File: config.mk
export PLATFORM = sky130hd
export DESIGN_NAME = button_event_scheduler
export DESIGN_NICKNAME = d
export VERILOG_FILES = /design/src/rtl/button_evt_pkg.sv /design/src/rtl/rr_arbiter.sv /design/src/rtl/button_event_scheduler.sv
export SDC_FILE = /design/constraint.sdc
export NUM_CORES = 1
export LEC_CHECK = 0
export ABC_AREA = 1
export BUFFER_PORTS_ARGS = -buffer_cell sky130_fd_sc_hd__buf_2
export CAP_MARGIN = 20
export CORE_ASPECT_RATIO = 2
export CORE_UTILIZATION = 35
export DETAILED_ROUTE_END_ITERATION = 16
export GPL_TIMING_DRIVEN = 0
export PLACE_DENSITY = 0.51
export SLEW_MARGIN = 10
export SYNTH_ARGS = -nofsm -noshare
export SYNTH_HDL_FRONTEND = slang
export SYNTH_SLANG_ARGS = --single-unit
export TNS_END_PERCENT = 5
File: constraint.sdc
create_clock -name clk -period 2.6 [get_ports clk]
set_input_delay 0.52 -clock clk [delete_from_list [all_inputs] [get_ports clk]]
set_output_delay 0.52 -clock clk [all_outputs]
set_load 0.005 [all_outputs]
File: src/rtl/button_evt_pkg.sv
// Shared types and default timing for the button event scheduler.
package button_evt_pkg;

    typedef enum logic [1:0] {
        EVT_PRESS   = 2'b00,
        EVT_RELEASE = 2'b01,
        EVT_REPEAT  = 2'b10
    } evt_kind_t;

    // 0.5 s initial hold and 0.1 s repeat period at 100 MHz.
    localparam int HOLD_CYCLES_DEF   = 50_000_000;
    localparam int REPEAT_CYCLES_DEF = 10_000_000;

endpackage

File: src/rtl/rr_arbiter.sv
// Combinational round-robin arbiter: first requester at or after ptr wins.
module rr_arbiter #(
    parameter int N     = 4,
    parameter int IDX_W = $clog2(N)
) (
    input  logic [N-1:0]     req,
    input  logic [IDX_W-1:0] ptr,
    output logic [IDX_W-1:0] grant_idx,
    output logic             grant_any
);

    // Scan from the farthest candidate back to ptr so the nearest one is written last.
    always_comb begin
        int j;
        j         = 0;
        grant_idx = '0;
        grant_any = |req;
        for (int k = N - 1; k >= 0; k--) begin
            j = int'(ptr) + k;
            if (j >= N) j = j - N;
            if (req[j]) grant_idx = IDX_W'(j);
        end
    end

endmodule

File: src/rtl/button_event_scheduler.sv
// Edge-to-event scheduler for a debounced button bank with a valid/ready output.
// Optional auto-repeat while held is enabled by defining BUTTON_EVENT_AUTOREPEAT_EN.
module button_event_scheduler
    import button_evt_pkg::*;
#(
    parameter int N_BTN         = 4,
    parameter int ID_W          = $clog2(N_BTN),
    parameter int HOLD_CYCLES   = HOLD_CYCLES_DEF,
    parameter int REPEAT_CYCLES = REPEAT_CYCLES_DEF
) (
    input  logic             clk,
    input  logic             reset,
    input  logic [N_BTN-1:0] btn_db,
    output logic             evt_valid,
    input  logic             evt_ready,
    output logic [ID_W-1:0]  evt_id,
    output logic [1:0]       evt_kind,
    output logic             overflow
);

    if (N_BTN < 2 || N_BTN > 16 || ID_W < $clog2(N_BTN) ||
        REPEAT_CYCLES < 1 || REPEAT_CYCLES > HOLD_CYCLES) begin : g_bad_cfg
        $error("button_event_scheduler: invalid parameter set");
    end

    logic [N_BTN-1:0] prev_q;
    logic [N_BTN-1:0] pend_press;
    logic [N_BTN-1:0] pend_rel;
    logic [N_BTN-1:0] rise;
    logic [N_BTN-1:0] fall;
    logic [N_BTN-1:0] req;
    logic [N_BTN-1:0] clr_press;
    logic [N_BTN-1:0] clr_rel;
    logic [ID_W-1:0]  ptr;
    logic [ID_W-1:0]  win;
    logic             win_any;
    logic             load;
    evt_kind_t        win_kind;

`ifdef BUTTON_EVENT_AUTOREPEAT_EN
    localparam int              CNT_W    = $clog2(HOLD_CYCLES + 1);
    localparam logic [CNT_W-1:0] HOLD_MAX = CNT_W'(HOLD_CYCLES);
    localparam logic [CNT_W-1:0] RELOAD   = CNT_W'(HOLD_CYCLES - REPEAT_CYCLES);

    logic [CNT_W-1:0] hold_cnt [N_BTN];
    logic [N_BTN-1:0] pend_rep;
    logic [N_BTN-1:0] rep_hit;
    logic [N_BTN-1:0] clr_rep;
`endif

    assign rise = btn_db & ~prev_q;
    assign fall = ~btn_db & prev_q;
    assign load = (!evt_valid || evt_ready) && win_any;

`ifdef BUTTON_EVENT_AUTOREPEAT_EN
    assign req = pend_press | pend_rel | pend_rep;
`else
    assign req = pend_press | pend_rel;
`endif

    rr_arbiter #(
        .N     (N_BTN),
        .IDX_W (ID_W)
    ) u_arb (
        .req       (req),
        .ptr       (ptr),
        .grant_idx (win),
        .grant_any (win_any)
    );

    // Within the winning button PRESS beats RELEASE beats REPEAT; only the chosen flag clears.
    always_comb begin
        clr_press = '0;
        clr_rel   = '0;
        win_kind  = EVT_PRESS;
`ifdef BUTTON_EVENT_AUTOREPEAT_EN
        clr_rep   = '0;
`endif
        if (pend_press[win]) begin
            win_kind       = EVT_PRESS;
            clr_press[win] = load;
        end else if (pend_rel[win]) begin
            win_kind     = EVT_RELEASE;
            clr_rel[win] = load;
        end
`ifdef BUTTON_EVENT_AUTOREPEAT_EN
        else begin
            win_kind     = EVT_REPEAT;
            clr_rep[win] = load;
        end
`endif
    end

    // prev_q tracks the input even in reset so a button held through reset raises no PRESS.
    always_ff @(posedge clk) begin
        prev_q <= btn_db;
        if (reset) begin
            pend_press <= '0;
            pend_rel   <= '0;
            ptr        <= '0;
            evt_valid  <= 1'b0;
            evt_id     <= '0;
            evt_kind   <= EVT_PRESS;
            overflow   <= 1'b0;
        end else begin
            pend_press <= (pend_press & ~clr_press) | rise;
            pend_rel   <= (pend_rel & ~clr_rel) | fall;
            if (|(rise & pend_press & ~clr_press) || |(fall & pend_rel & ~clr_rel))
                overflow <= 1'b1;
            if (load) begin
                evt_valid <= 1'b1;
                evt_id    <= win;
                evt_kind  <= win_kind;
                ptr       <= (win == ID_W'(N_BTN - 1)) ? '0 : win + 1'b1;
            end else if (evt_ready) begin
                evt_valid <= 1'b0;
            end
        end
    end

`ifdef BUTTON_EVENT_AUTOREPEAT_EN
    always_comb begin
        rep_hit = '0;
        for (int i = 0; i < N_BTN; i++)
            rep_hit[i] = btn_db[i] & prev_q[i] & (hold_cnt[i] == HOLD_MAX - 1'b1);
    end

    // Reloading to HOLD-REPEAT makes every later REPEAT land REPEAT_CYCLES apart.
    always_ff @(posedge clk) begin
        if (reset) begin
            pend_rep <= '0;
            for (int i = 0; i < N_BTN; i++) hold_cnt[i] <= '0;
        end else begin
            pend_rep <= ((pend_rep & ~clr_rep) | rep_hit) & ~fall;
            for (int i = 0; i < N_BTN; i++) begin
                if (!btn_db[i] || rise[i])
                    hold_cnt[i] <= '0;
                else if (rep_hit[i])
                    hold_cnt[i] <= RELOAD;
                else
                    hold_cnt[i] <= hold_cnt[i] + 1'b1;
            end
        end
    end
`endif

endmodule

### Yosys cells after proc, flatten, opt, wreduce, memory -nomap -nowiden

Index checks and enable logic that the tools add are counted.

* word-level logic and storage cells: 86
* register bits after elaboration: 20
* output and inout bits: 6

* $lt $le $gt $ge: 10
* equality and inequality tests: 1
* multiplexer cells: 34
* bitwise gates (word level): 16
* reductions and logical operators: 9
* add/sub/neg operators: 8

Operators by type and width (number)
* 32-bit by 4-bit < comparator with 1-bit output, second input constant: 4
* 32-bit two-way mux: 4
* 32-bit by 4-bit greater-or-equal comparator with 1-bit output, second input constant: 3
* 32-bit by 4-bit subtractor with 32-bit output, second input constant: 3
* 4-bit bitwise AND: 9
* 4-bit NOT: 4
* 1-bit two-way mux: 15
* 1-bit binary-select mux with 2-bit select: 6
* 4-bit two-way mux: 3
* 4-bit OR: 3
* 4-bit OR reduction: 3
* 2-bit two-way mux: 5
* 2-bit by 2-bit adder with 3-bit output, second input constant: 2
* 2-bit by 3-bit subtractor with 4-bit output, second input constant: 1
* 2-bit by 1-bit adder with 3-bit output, second input constant: 1
* 2-bit by 3-bit greater-or-equal comparator with 1-bit output, second input constant: 1
* 2-bit by 3-bit < comparator with 1-bit output, second input constant: 1
* 2-bit by 1-bit adder with 2-bit output, second input constant: 1
* 1-bit demux with 2-bit select: 1
* 2-bit equality test, second input constant: 1
* 2-bit by 1-bit greater-or-equal comparator with 1-bit output, second input constant: 1
* 1-bit logical AND: 2
* 1-bit logical OR: 2
* 2-bit nonzero test: 1
* 1-bit logical NOT: 1

### Logic depth before layout (Yosys ltp)

Gate-level depths: netlist of run 1.

* word-level depth: 21
* gate-level depth with buffers: 19

### Hierarchy

A second synthesis of run 1 with hierarchy kept.

* cell total of the unflattened synthesis: 188
* area, all modules: 1183.6 µm²

By module, submodules not included
* button_event_scheduler: area each 994.7 µm², seq. area each 380.4 µm², cells an instance 142, instances 1
* rr_arbiter: area each 188.9 µm², seq. area each 0.0 µm², cells an instance 46, instances 1

### Least setup slack after synthesis of run 1

No wires, ideal clock.

* kind: register to register
* start point: register ptr[0]
* end point: register overflow
* slack: 0.696 ns
* buffers on the path: 0
* setup time: 0.131 ns
* data required time: 2.469 ns
* stages on the path, launching flop included: 19
* clock period less this slack: 1.904 ns
* data arrival time: 1.774 ns
* cell sequence: dfxtp_1 > inv_2 > nand2_1 > nand2_1 > nand3_1 > nand2_1 > inv_2 > nand2_4 > nand3_2 > nand2_4 > inv_2 > ha_1 > nand2_1 > inv_1 > nand3_1 > a21oi_1 > nand2_1 > nor2_2 > a21oi_2

* cells in the longest elaborated chain, start to end: 21

Ends and longest elaborated chain
* from (decl): line button_event_scheduler.sv:34 `logic [ID_W-1:0] ptr;`
* from (signal assigned): line button_event_scheduler.sv:114 `ptr <= (win == ID_W'(N_BTN - 1)) ? '0 : win + 1'b1;`
* 2-bit by 2-bit adder with 3-bit output: line rr_arbiter.sv:19 `j = int'(ptr) + k;`
* 32-bit by 4-bit subtractor with 32-bit output or 32-bit by 4-bit greater-or-equal comparator with 1-bit output (tied branches): line rr_arbiter.sv:20 `if (j >= N) j = j - N;`
* 32-bit two-way mux: line rr_arbiter.sv:20
* 1-bit binary-select mux with 2-bit select: line rr_arbiter.sv:21 `if (req[j]) grant_idx = IDX_W'(j);`
* 1-bit two-way mux (implied by the code) (2 in a row): line rr_arbiter.sv:21
* 2-bit two-way mux (3 in a row): line rr_arbiter.sv:21
* 2-bit two-way mux (*): line rr_arbiter.sv:21
* via u_arb.grant_idx[0]: line rr_arbiter.sv:8 `output logic [IDX_W-1:0] grant_idx,`
* [... 3 more ...]
* 1-bit demux with 2-bit select: line button_event_scheduler.sv:81, button_event_scheduler.sv:84
* 4-bit bitwise AND (no source line)
* 4-bit two-way mux: line button_event_scheduler.sv:82 `end else if (pend_rel[win]) begin`
* 4-bit two-way mux: line button_event_scheduler.sv:79 `if (pend_press[win]) begin`
* 4-bit NOT: line button_event_scheduler.sv:108 `if (|(rise & pend_press & ~clr_press) || |(fall & pend_rel & ~clr_rel))`
* 4-bit bitwise AND: line button_event_scheduler.sv:108
* 4-bit OR reduction: line button_event_scheduler.sv:108
* 1-bit logical OR (*): line button_event_scheduler.sv:108
* to (signal assigned): line button_event_scheduler.sv:104 `overflow <= 1'b0;`
* to (signal assigned): line button_event_scheduler.sv:109 `overflow <= 1'b1;`
* to (decl): line button_event_scheduler.sv:18 `output logic overflow`

The timed path passes the listed nets; every way through them passes the cells marked *. The select of a mux whose other input is x is not followed.
A chain may end at the register's enable or synchronous reset.

### Worst setup path after layout of run 1

* start point: register pend_press[0]
* end point: register overflow

* cells in the longest elaborated chain, start to end: 19

Ends and longest elaborated chain
* from (decl): line button_event_scheduler.sv:27 `logic [N_BTN-1:0] pend_press;`
* from (signal assigned): line button_event_scheduler.sv:106 `pend_press <= (pend_press & ~clr_press) | rise;`
* 4-bit OR (*): line button_event_scheduler.sv:58 `assign req = pend_press | pend_rel;`
* 1-bit binary-select mux with 2-bit select: line rr_arbiter.sv:21
* 1-bit two-way mux (implied by the code) (2 in a row): line rr_arbiter.sv:21
* 2-bit two-way mux (3 in a row): line rr_arbiter.sv:21
* 2-bit two-way mux (*): line rr_arbiter.sv:21
* via u_arb.grant_idx[0]: line rr_arbiter.sv:8
* 2-bit by 3-bit < comparator with 1-bit output (implied by the code) or 2-bit by 1-bit greater-or-equal comparator with 1-bit output (tied branches): line button_event_scheduler.sv:81, button_event_scheduler.sv:84
* 1-bit logical AND (implied by the code): line button_event_scheduler.sv:81, button_event_scheduler.sv:84
* 1-bit two-way mux (implied by the code): line button_event_scheduler.sv:81, button_event_scheduler.sv:84
* 1-bit demux with 2-bit select: line button_event_scheduler.sv:81, button_event_scheduler.sv:84
* 4-bit bitwise AND (no source line)
* 4-bit two-way mux: line button_event_scheduler.sv:82
* 4-bit two-way mux: line button_event_scheduler.sv:79
* 4-bit NOT: line button_event_scheduler.sv:108
* 4-bit bitwise AND: line button_event_scheduler.sv:108
* 4-bit OR reduction: line button_event_scheduler.sv:108
* 1-bit logical OR (*): line button_event_scheduler.sv:108

Marked as above.

==> results of run 1 <==
[logic make-up after synthesis]
| logic type | Yosys count | synth area share [%] |
|---|---|---|
| DFF | 19 | 30.9 |
| and+or+nand+nor | 103 | 46.6 |
| adders and majority gates | 4 | 4.07 |
| other | 1 | 0.305 |
| buffers and inverters | 30 | 9.45 |
| AOI/OAI and AO/OA | 20 | 8.64 |
[per-stage QoR]
stage | setup WS [ns] | cells | instance area [um2] | power (W) | hold slack [ns]
4_1_cts | 0.352 | 224 | 1370 | 0.00182 | 0.370
3_5_place_dp | 0.386 | 220 | 1330 | 0.00159 | 0.456
6_report | 0.368 | 224 | 1370 | 0.00179 | 0.369
5_1_grt | 0.129 | 224 | 1370 | 0.00197 | 0.364
3_3_place_gp | 0.433 | 220 | 1330 | 0.00157 | 0.454
2_1_floorplan | 0.696 | 177 | 1230 | 0.00137 | 0.452
[critical path, cell delays in order (launching register included)]
cell and delay (ns):
dfxtp_1 0.35, nor2_1 0.25, nand2_1 0.13, nand3_1 0.11, nand2_1 0.09, nand2_4 0.09, nand2_4 0.05, nand2_4 0.07
nand2_4 0.08, inv_2 0.09, ha_1 0.14, nand2_1 0.05, inv_1 0.10, nand3_1 0.12, a21oi_1 0.15, nand2_1 0.07
nor2_2 0.10, a21oi_2 0.05
[flip-flops by register name (all words and copies together), names as in the netlist]
name	cells
ptr	2
overflow	1
pend_rel	4
pend_press	4
prev_q	4
evt_valid	1
evt_kind	1
evt_id	2
[how the worst max path moves through the flow]
stage	endpoint	slack, ns	cells after the start	start
detailed placement	overflow$_SDFFE_PP0P_	0.39	17	pend_press[0]$_SDFF_PP0_
floorplan	overflow$_SDFFE_PP0P_	0.70	18	ptr[0]$_SDFFE_PP0N_
global route	overflow$_SDFFE_PP0P_	0.13	14	ptr[0]$_SDFFE_PP0N_
global placement	overflow$_SDFFE_PP0P_	0.43	17	pend_press[0]$_SDFF_PP0_
CTS	overflow$_SDFFE_PP0P_	0.35	17	pend_press[0]$_SDFF_PP0_
finish	overflow$_SDFFE_PP0P_	0.37	17	pend_press[0]$_SDFF_PP0_
[synthesized netlist by cell type, drive strengths merged]
master / instances / area, um2
buf: 1 / 7.51
ha: 4 / 50.1
a21oi: 15 / 78.8
conb: 1 / 3.75
o211ai: 1 / 7.51
clkbuf: 1 / 3.75
or2: 4 / 25.0
nand3: 22 / 195
dfxtp: 19 / 380
clkinv: 1 / 3.75
nand2: 57 / 261
o21ai: 4 / 20.0
inv: 27 / 101
nor2: 19 / 86.3
nand4: 1 / 6.26
[cell type report]
class                           count  area share [%]
Clock buffer                        3            3.01
Clock inverter                      1           0.365
Tap cell                           32            2.92
Buffer                              2           0.820
Timing Repair Buffer               11            4.01
Sequential cell                    19            27.7
Multi-Input combinational cell    128            53.5
Inverter                           28            7.66
[placed cells by master, fill, tap and decap left out, drive strengths merged, types with 4 or more instances in the layout]
cell type,synthesis,routed
or2,4,4
nand3,22,22
nand2,57,57
buf,1,12
a21oi,15,15
clkbuf,1,4
inv,27,27
ha,4,4
nor2,19,19
dfxtp,19,19
o21ai,4,4
[layer usage]
metal | wire length, um | vias up | global-route usage, %
met3 | 55 | 5 | 1.89
met5 | 0 | - | 0
li1 | - | 582 | -
met4 | 57 | 0 | 7.71
met1 | 932 | 473 | 15.3
met2 | 1590 | 16 | 33.1
[power by group through the flow]
stage | clock (W) | sequential [W] | combinational (W)
final | 0.000211 | 0.000410 | 0.00117
after global routing | 0.000230 | 0.000420 | 0.00132
after CTS | 0.000222 | 0.000408 | 0.00119
after detailed placement | 0 | 0.000415 | 0.00118
after global placement | 0 | 0.000413 | 0.00116
after floorplan | 0 | 0.000406 | 0.000961
==> results.toml, run 1 <==
[floorplanning]
die_x_um = 43.9
initial_core_util_pct = 36.4
row_count = 30
die-area_um2 = 3770
die-height_um = 85.9
coreArea_um2 = 3380
io_pins = 13

[timing]
rsz0062_at_grt = "no"
max_freq_ghz = 0.448
setup_tns_ns = 0
fin_skew_ns = 0.00229
fin_crit_sh_pct = 85.8
final.min_clock_period_ns = 2.23
final_max_slew_viol_count = 0
hold_viol_final = 0
finalSetupViolations = 0

[logic_synthesis]
avgSynthCellArea_um2 = 6.96
yosysUniqueCellTypes = 23
ys_warn_count = 0
synthCells = 177
synth_seq_cells = 19
syn_area_um2 = 1230
syn-num-nets = 188
seq_area_frac_synth_pct = 30.9

[setup_path]
required_ns = 2.74
worstReg2RegStart = "pend_press[0]$_SDFF_PP0_"
crit_type = "reg -> reg"
r2r_slack_ns = 0.37
reg2reg_to = "overflow$_SDFFE_PP0P_"
startpoint_type = "flop"
reg2reg_depth = 17
worstPathArrival_ns = 2.37
path_max_fanout = 6
cp-end-kind = "flop"

[global_route]
grt_pass1_wl_mm = 4.63
grtUsageTotal_pct = 16.6
grt_max_degree = 12
antenna_found_initial = 0
grt-ovfl-total = 0
grt_pass1_vias = 1087

[place]
port_buffers = 11
place.detailed.hpwl_mm = 2.24
routabilityCongestion = 0.851

[pwr]
pwr-share-comb_pct = 65.3
p_int_w = 0.000855
power.share.clock_pct = 11.8
ir_drop_v = 0.000594
share_seq_of_total_power_pct = 22.9
leakagePower_nw = 0.682
powerDensity_nw_per_um2 = 1300
netSwitchingPower_w = 0.000932
netSwitchingFraction_pct = 52.1

[clocking]
cts_made_buffers = 3
cts_resized = 0
clock_sinks = 19
clkSlewWorstSetupHoldPaths_ns = 0.07
cts_tree = "yes"
root_buffer = "clkbuf_8"
cts_buffer_depth = 2
post_cts_buffers = 0
clk_latency_ns = 0.26
postCtsHoldBufs = 0
h-tree-depth = 1

[run_status]
status = "finished clean"

[routing]
vias = 1076
drc_errors = 0
ant_nets = 0
dr.pass1.iters = 4
wirelength_mm = 2.63
wl_per_cell_um = 11.8
viasPerCell = 4.80
drtIter0Drc = 21

[hold_path]
hold_path_class = "in -> reg"
min_from = "btn_db[1]"
hold_path_end = "prev_q[1]$_DFF_P_"
whs_path_depth = 1

[layout]
register_area_um2 = 380
drive_gt1_share_pct = 27.6
area_delta_synth_final_pct = 11.5
fin_util_pct = 40.6
nets = 204
fillers = 372
multi_input_area_um2 = 734
num_antenna_cells = 0

[flow_run]
cap_violations = 0
Note: power is estimated with default switching activity, not from simulation.
==> run 2: changes to the inputs <==
--- a/config.mk
+++ b/config.mk
@@ -13,6 +13,7 @@
 export DETAILED_ROUTE_END_ITERATION = 16
 export GPL_TIMING_DRIVEN = 0
 export PLACE_DENSITY = 0.51
+export SETUP_SLACK_MARGIN = 0.5
 export SLEW_MARGIN = 10
 export SYNTH_ARGS = -nofsm -noshare
 export SYNTH_HDL_FRONTEND = slang
==> results.toml, run 2 (synthesis results as in run 1) <==
[run_status]
status = "finished clean"

[timing]
final_max_slew_viol_count = 0
final.min_clock_period_ns = 2.10
hold_viol_final = 0
worst_pin_slew_ns = 0.503
finalSetupViolations = 0
fin_skew_ns = 0.00207
whs_ns = 0.369
rsz0062_at_grt = "yes"
fin_crit_sh_pct = 80.7
relSlewSlack_pct = 66.5
fin_ws_ns = 0.502
setup_tns_ns = 0
max_freq_ghz = 0.477

[routing]
viasPerCell = 4.99
vias = 1193
dr.pass1.iters = 4
wl_per_cell_um = 13.3
ant_nets = 0
drc_errors = 0
drtIter0Drc = 14
wirelength_mm = 3.17

[global_route]
grt-ovfl-total = 0
top_usage_layer = "met2"
grt_util_met3_pct = 1.89
grt_max_degree = 12
grt_pass1_vias = 1092
grt_pass1_wl_mm = 4.64
grtUsageTotal_pct = 16.6
antenna_found_initial = 0
met1_usage_pct = 15.3
met2_usage_pct = 33.2

[setup_path]
crit_type = "reg -> reg"
r2r_slack_ns = 0.50
path_max_fanout = 6
worstPathArrival_ns = 2.23
reg2reg_depth = 17
startpoint_type = "flop"
required_ns = 2.74
cp-end-kind = "flop"

[floorplanning]
die-height_um = 85.9
die-area_um2 = 3770
die_x_um = 43.9
initial_core_util_pct = 36.4
coreArea_um2 = 3380
row_count = 30
io_pins = 13

[layout]
num_antenna_cells = 0
instances_no_fill = 239
layout_common_cells = "nand2_1 (33), nand2_2 (19), inv_1 (16), buf_4 (16), a21oi_1 (13)"
top_regs = "pend_press (4), pend_rel (4), prev_q (4)"
area_delta_synth_final_pct = 37.7
layout_commonest_cell = "nand2_1"
nets = 219
fin_util_pct = 50.2
drive_gt1_share_pct = 52.2

[clocking]
cts_buffer_depth = 2
clkSlewWorstSetupHoldPaths_ns = 0.07
cts_made_buffers = 3
postCtsHoldBufs = 0
clock_sinks = 19
root_buffer = "clkbuf_8"
cts_tree = "yes"
h-tree-depth = 1
clk_latency_ns = 0.26

[flow_run]
cap_violations = 0

[place]
place.detailed.hpwl_mm = 2.24
routabilityCongestion = 0.851
port_buffers = 11
dp_cells = 220
pre_cts_slack_ns = 0.386

[hold_path]
hold_path_class = "in -> reg"
whs_path_depth = 1

[pwr]
leakagePower_nw = 0.780
ir_drop_v = 0.000647
powerDensity_nw_per_um2 = 1420
## run 2: path summary, 6_finish.rpt
kind,start,to
setup / recovery,pend_press[1]$_SDFF_PP0_,overflow$_SDFFE_PP0P_
hold / removal,btn_db[1],prev_q[1]$_DFF_P_
setup reg to reg,pend_press[1]$_SDFF_PP0_,overflow$_SDFFE_PP0P_
hold reg to reg,evt_id[0]$_SDFFE_PP0N_,evt_id[0]$_SDFFE_PP0N_
## run 2: area by class of cell
type	count	area, um2
inverters	28	128
clock buffers	3	41.3
plain buffers	2	11.3
repair buffers	26	168
well taps	32	40.0
flip-flops and latches	19	403
fillers	352	1680
multi-input cells	128	900
clock inverters	1	5.00
## run 2: power by group
group / switching (W) / leakage (nW) / internal, W
combinational: 0.00104 / 0.592 / 0.000707
sequential: 0.0000846 / 0.162 / 0.000366
clock: 0.000103 / 0.0255 / 0.000107
total: 0.00123 / 0.780 / 0.00118
## run 2: metal layers
layer | vias to the layer above | part of all wire [%] | wire length (um)
met5 | - | 0 | 0
met3 | 9 | 1.5 | 47
met2 | 12 | 61 | 1940
met1 | 561 | 34 | 1090
met4 | 0 | 3.0 | 94
li1 | 611 | - | -
## run 2: critical path, stage by stage, from the launching register on
cell,delay (ns)
dfxtp_4,0.37
nor2_4,0.18
nand2_2,0.11
nand3_2,0.10
nand2_2,0.08
nand2_4,0.08
nand2_4,0.05
nand2_4,0.10
nand2_8,0.08
inv_8,0.07
ha_4,0.12
nand2_2,0.05
inv_2,0.07
nand3_2,0.10
a21oi_2,0.13
nand2_1,0.09
nor2_4,0.12
a21oi_2,0.05
## run 2: stage by stage
step / power, W / cell area [um2]
2_1_floorplan: 0.00137 / 1230
3_3_place_gp: 0.00157 / 1330
3_5_place_dp: 0.00159 / 1330
4_1_cts: 0.00188 / 1430
5_1_grt: 0.00259 / 1700
6_report: 0.00241 / 1700
## run 2: what timing repair did
action / CTS / global route
pin swaps: 6 / 24
setup buffers: 1 / 14
gates cloned: 0 / 0
setup endpoints to repair: 1 / 1
endpoints found under the hold margin: 0 / 0
gates resized for setup: 21 / 45
==> run 3: changes to the inputs <==
--- a/config.mk
+++ b/config.mk
@@ -5,14 +5,14 @@
 export SDC_FILE = /design/constraint.sdc
 export NUM_CORES = 1
 export LEC_CHECK = 0
-export ABC_AREA = 1
+export ABC_AREA = 0
 export BUFFER_PORTS_ARGS = -buffer_cell sky130_fd_sc_hd__buf_2
 export CAP_MARGIN = 20
 export CORE_ASPECT_RATIO = 2
 export CORE_UTILIZATION = 35
 export DETAILED_ROUTE_END_ITERATION = 16
 export GPL_TIMING_DRIVEN = 0
-export PLACE_DENSITY = 0.51
+export PLACE_DENSITY = 0.54
 export SETUP_SLACK_MARGIN = 0.5
 export SLEW_MARGIN = 10
 export SYNTH_ARGS = -nofsm -noshare
==> constraint.sdc (replaced) <==
create_clock -name clk -period 1.7 [get_ports clk]
set_input_delay 0.34 -clock clk [delete_from_list [all_inputs] [get_ports clk]]
set_output_delay 0.34 -clock clk [all_outputs]
set_load 0.005 [all_outputs]
==> results.toml, run 3 <==
[run_status]
status = "finished, violations left"
violations = "negative setup slack"

[timing]
max_freq_ghz = 0.446
finalSetupViolations = 14
hold_viol_final = 0
rsz0062_at_grt = "yes"
fin_skew_ns = 0.00722
final_max_slew_viol_count = 0
fin_ws_ns = -0.543
final.min_clock_period_ns = 2.24
fin_crit_sh_pct = 132
whs_ns = 0.195
setup_tns_ns = -3.90

[logic_synthesis]
syn-num-nets = 127
syn_area_um2 = 1020
ys_warn_count = 0
yosysTopAreaCell = "dfxtp_1"
avgSynthCellArea_um2 = 8.82
synth_edf_count = 0
synth-async-reset-ratio_pct = 0
yosysUniqueCellTypes = 40
synthTopCellsByArea = "dfxtp_1 (37%), ha_1 (4.9%), nor2_1 (4.4%)"
synthDominantCellAreaShare_pct = 37.2
yosysMostFrequentCell = "dfxtp_1"
synthCells = 116
synth_seq_cells = 19
seq_area_frac_synth_pct = 37.2
synthFlopType = "dfxtp_1"
synth_top_cells_by_count = "dfxtp_1 (19), nor2_1 (12), a21oi_1 (8)"

[setup_path]
cp-end-kind = "flop"
startpoint_type = "flop"
worstReg2RegStart = "pend_rel[3]$_SDFF_PP0_"
required_ns = 1.84
path_max_fanout = 7
crit_start = "pend_rel[3]$_SDFF_PP0_"
worstPathArrival_ns = 2.38
crit_type = "reg -> reg"

[floorplanning]
row_count = 27
die-area_um2 = 3160
die-height_um = 78.5
io_pins = 13
initial_core_util_pct = 36.9
coreArea_um2 = 2770
die_x_um = 40.2

[pwr]
pwr-share-comb_pct = 45.6
power.share.clock_pct = 20.0
share_seq_of_total_power_pct = 34.4
p_int_w = 0.000983
leakagePower_nw = 0.548
netSwitchingFraction_pct = 38.0
ir_drop_v = 0.000560
powerDensity_nw_per_um2 = 1160
netSwitchingPower_w = 0.000602

[clocking]
h-tree-depth = 1
postCtsHoldBufs = 0
root_buffer = "clkbuf_8"
clk_latency_ns = 0.26
cts_buffer_depth = 2
cts_tree = "yes"
clkSlewWorstSetupHoldPaths_ns = 0.07
clock_sinks = 19
cts_made_buffers = 3

[place]
dp_cells = 156
place.detailed.hpwl_mm = 1.80
port_buffers = 11
placed_area_um2 = 1130
routabilityCongestion = 0.932

[flow_run]
cap_violations = 0

[routing]
drc_errors = 0
vias = 952
wl_per_cell_um = 16.5
wirelength_mm = 2.76
dr.pass1.iters = 4
drtIter0Drc = 28
ant_nets = 0
viasPerCell = 5.70

[global_route]
grtUsageTotal_pct = 19.6
grt_pass1_wl_mm = 4.29
grt-ovfl-total = 0
top_usage_layer = "met2"
met1_usage_pct = 21.8
grt_max_degree = 12
met2_usage_pct = 32.3
grt_util_met3_pct = 2.54
grt_pass1_vias = 959
antenna_found_initial = 0

[hold_path]
hold_path_class = "in -> reg"
min_from = "btn_db[2]"

[layout]
layout_common_cells = "dfxtp_1 (14), buf_2 (12), nor2_1 (10)"
instances_no_fill = 167
num_antenna_cells = 0
fin_area_um2 = 1370
area_delta_synth_final_pct = 34.0
top_regs = "pend_press (4), pend_rel (4), prev_q (4)"
nets = 150
layout_commonest_cell = "dfxtp_1"
fillers = 266
drive_gt1_share_pct = 43.5
[run 3: layer usage]
metal | wire, um | share of wire [%] | up-vias
li1 | - | - | 467
met3 | 60 | 2.2 | 8
met4 | 117 | 4.2 | 0
met2 | 1510 | 55 | 23
met1 | 1070 | 39 | 454
met5 | 0 | 0 | -
[run 3: worst max-delay path: stages (launching register included)]
cell       delay [ns]
dfxtp_4          0.37
or3b_4           0.42
and2_4           0.19
o21ai_4          0.21
ha_2             0.21
nand2_1          0.07
or3_4            0.41
a2bb2oi_2        0.14
a41oi_2          0.10
[run 3: what timing repair did]
action / CTS / global route
endpoints found under the setup margin: 14 / 14
gates resized for setup: 20 / 12
pin swaps: 13 / 8
buffers inserted: 6 / 1
[run 3: logic make-up (layout without fill, tap and decap cells)]
family | count (synthesis) | after routing | synth area share, %
buffers and inverters | 8 | 30 | 3.54
muxes | 3 | 3 | 2.93
adders and majority gates | 4 | 4 | 4.89
other | 1 | 1 | 0.366
AOI/OAI and AO/OA | 34 | 34 | 25.2
DFF | 19 | 19 | 37.2
and+or+nand+nor | 47 | 47 | 25.9
[run 3: path summary, 6_finish.rpt]
kind	end	slack, ns	cells after the start
max reg2reg	overflow$_SDFFE_PP0P_	-0.54	8
min reg2reg	evt_id[1]$_SDFFE_PP0N_	0.49	2
min	prev_q[2]$_DFF_P_	0.20	1
max	overflow$_SDFFE_PP0P_	-0.54	8
[run 3: final cells by class]
| type | count | area (um2) | share of cell area (%) |
|---|---|---|---|
| inverters | 4 | 15.0 | 1.09 |
| well taps | 29 | 36.3 | 2.65 |
| flip-flops and latches | 19 | 394 | 28.7 |
| multi-input cells | 89 | 744 | 54.3 |
| plain buffers | 4 | 27.5 | 2.01 |
| clock inverters | 1 | 5.00 | 0.365 |
| repair buffers | 18 | 108 | 7.85 |
| clock buffers | 3 | 41.3 | 3.01 |
[run 3: power groups by stage]
| stage | clock network, W | registers, W | logic [W] |
|---|---|---|---|
| floorplan | 0 | 0.000546 | 0.000386 |
| global placement | 0 | 0.000552 | 0.000495 |
| detailed placement | 0 | 0.000553 | 0.000504 |
| CTS | 0.000325 | 0.000543 | 0.000629 |
| global route | 0.000349 | 0.000557 | 0.000780 |
| finish | 0.000317 | 0.000545 | 0.000723 |
[run 3: per-stage QoR]
stage / util, % / power (W) / setup WS (ns)
2_1_floorplan: - / 0.000932 / -0.425
3_3_place_gp: 40.7 / 0.00105 / -0.634
3_5_place_dp: 40.7 / 0.00106 / -0.627
4_1_cts: 46.7 / 0.00150 / -0.539
5_1_grt: 49.5 / 0.00169 / -0.622
6_report: 49.5 / 0.00158 / -0.543
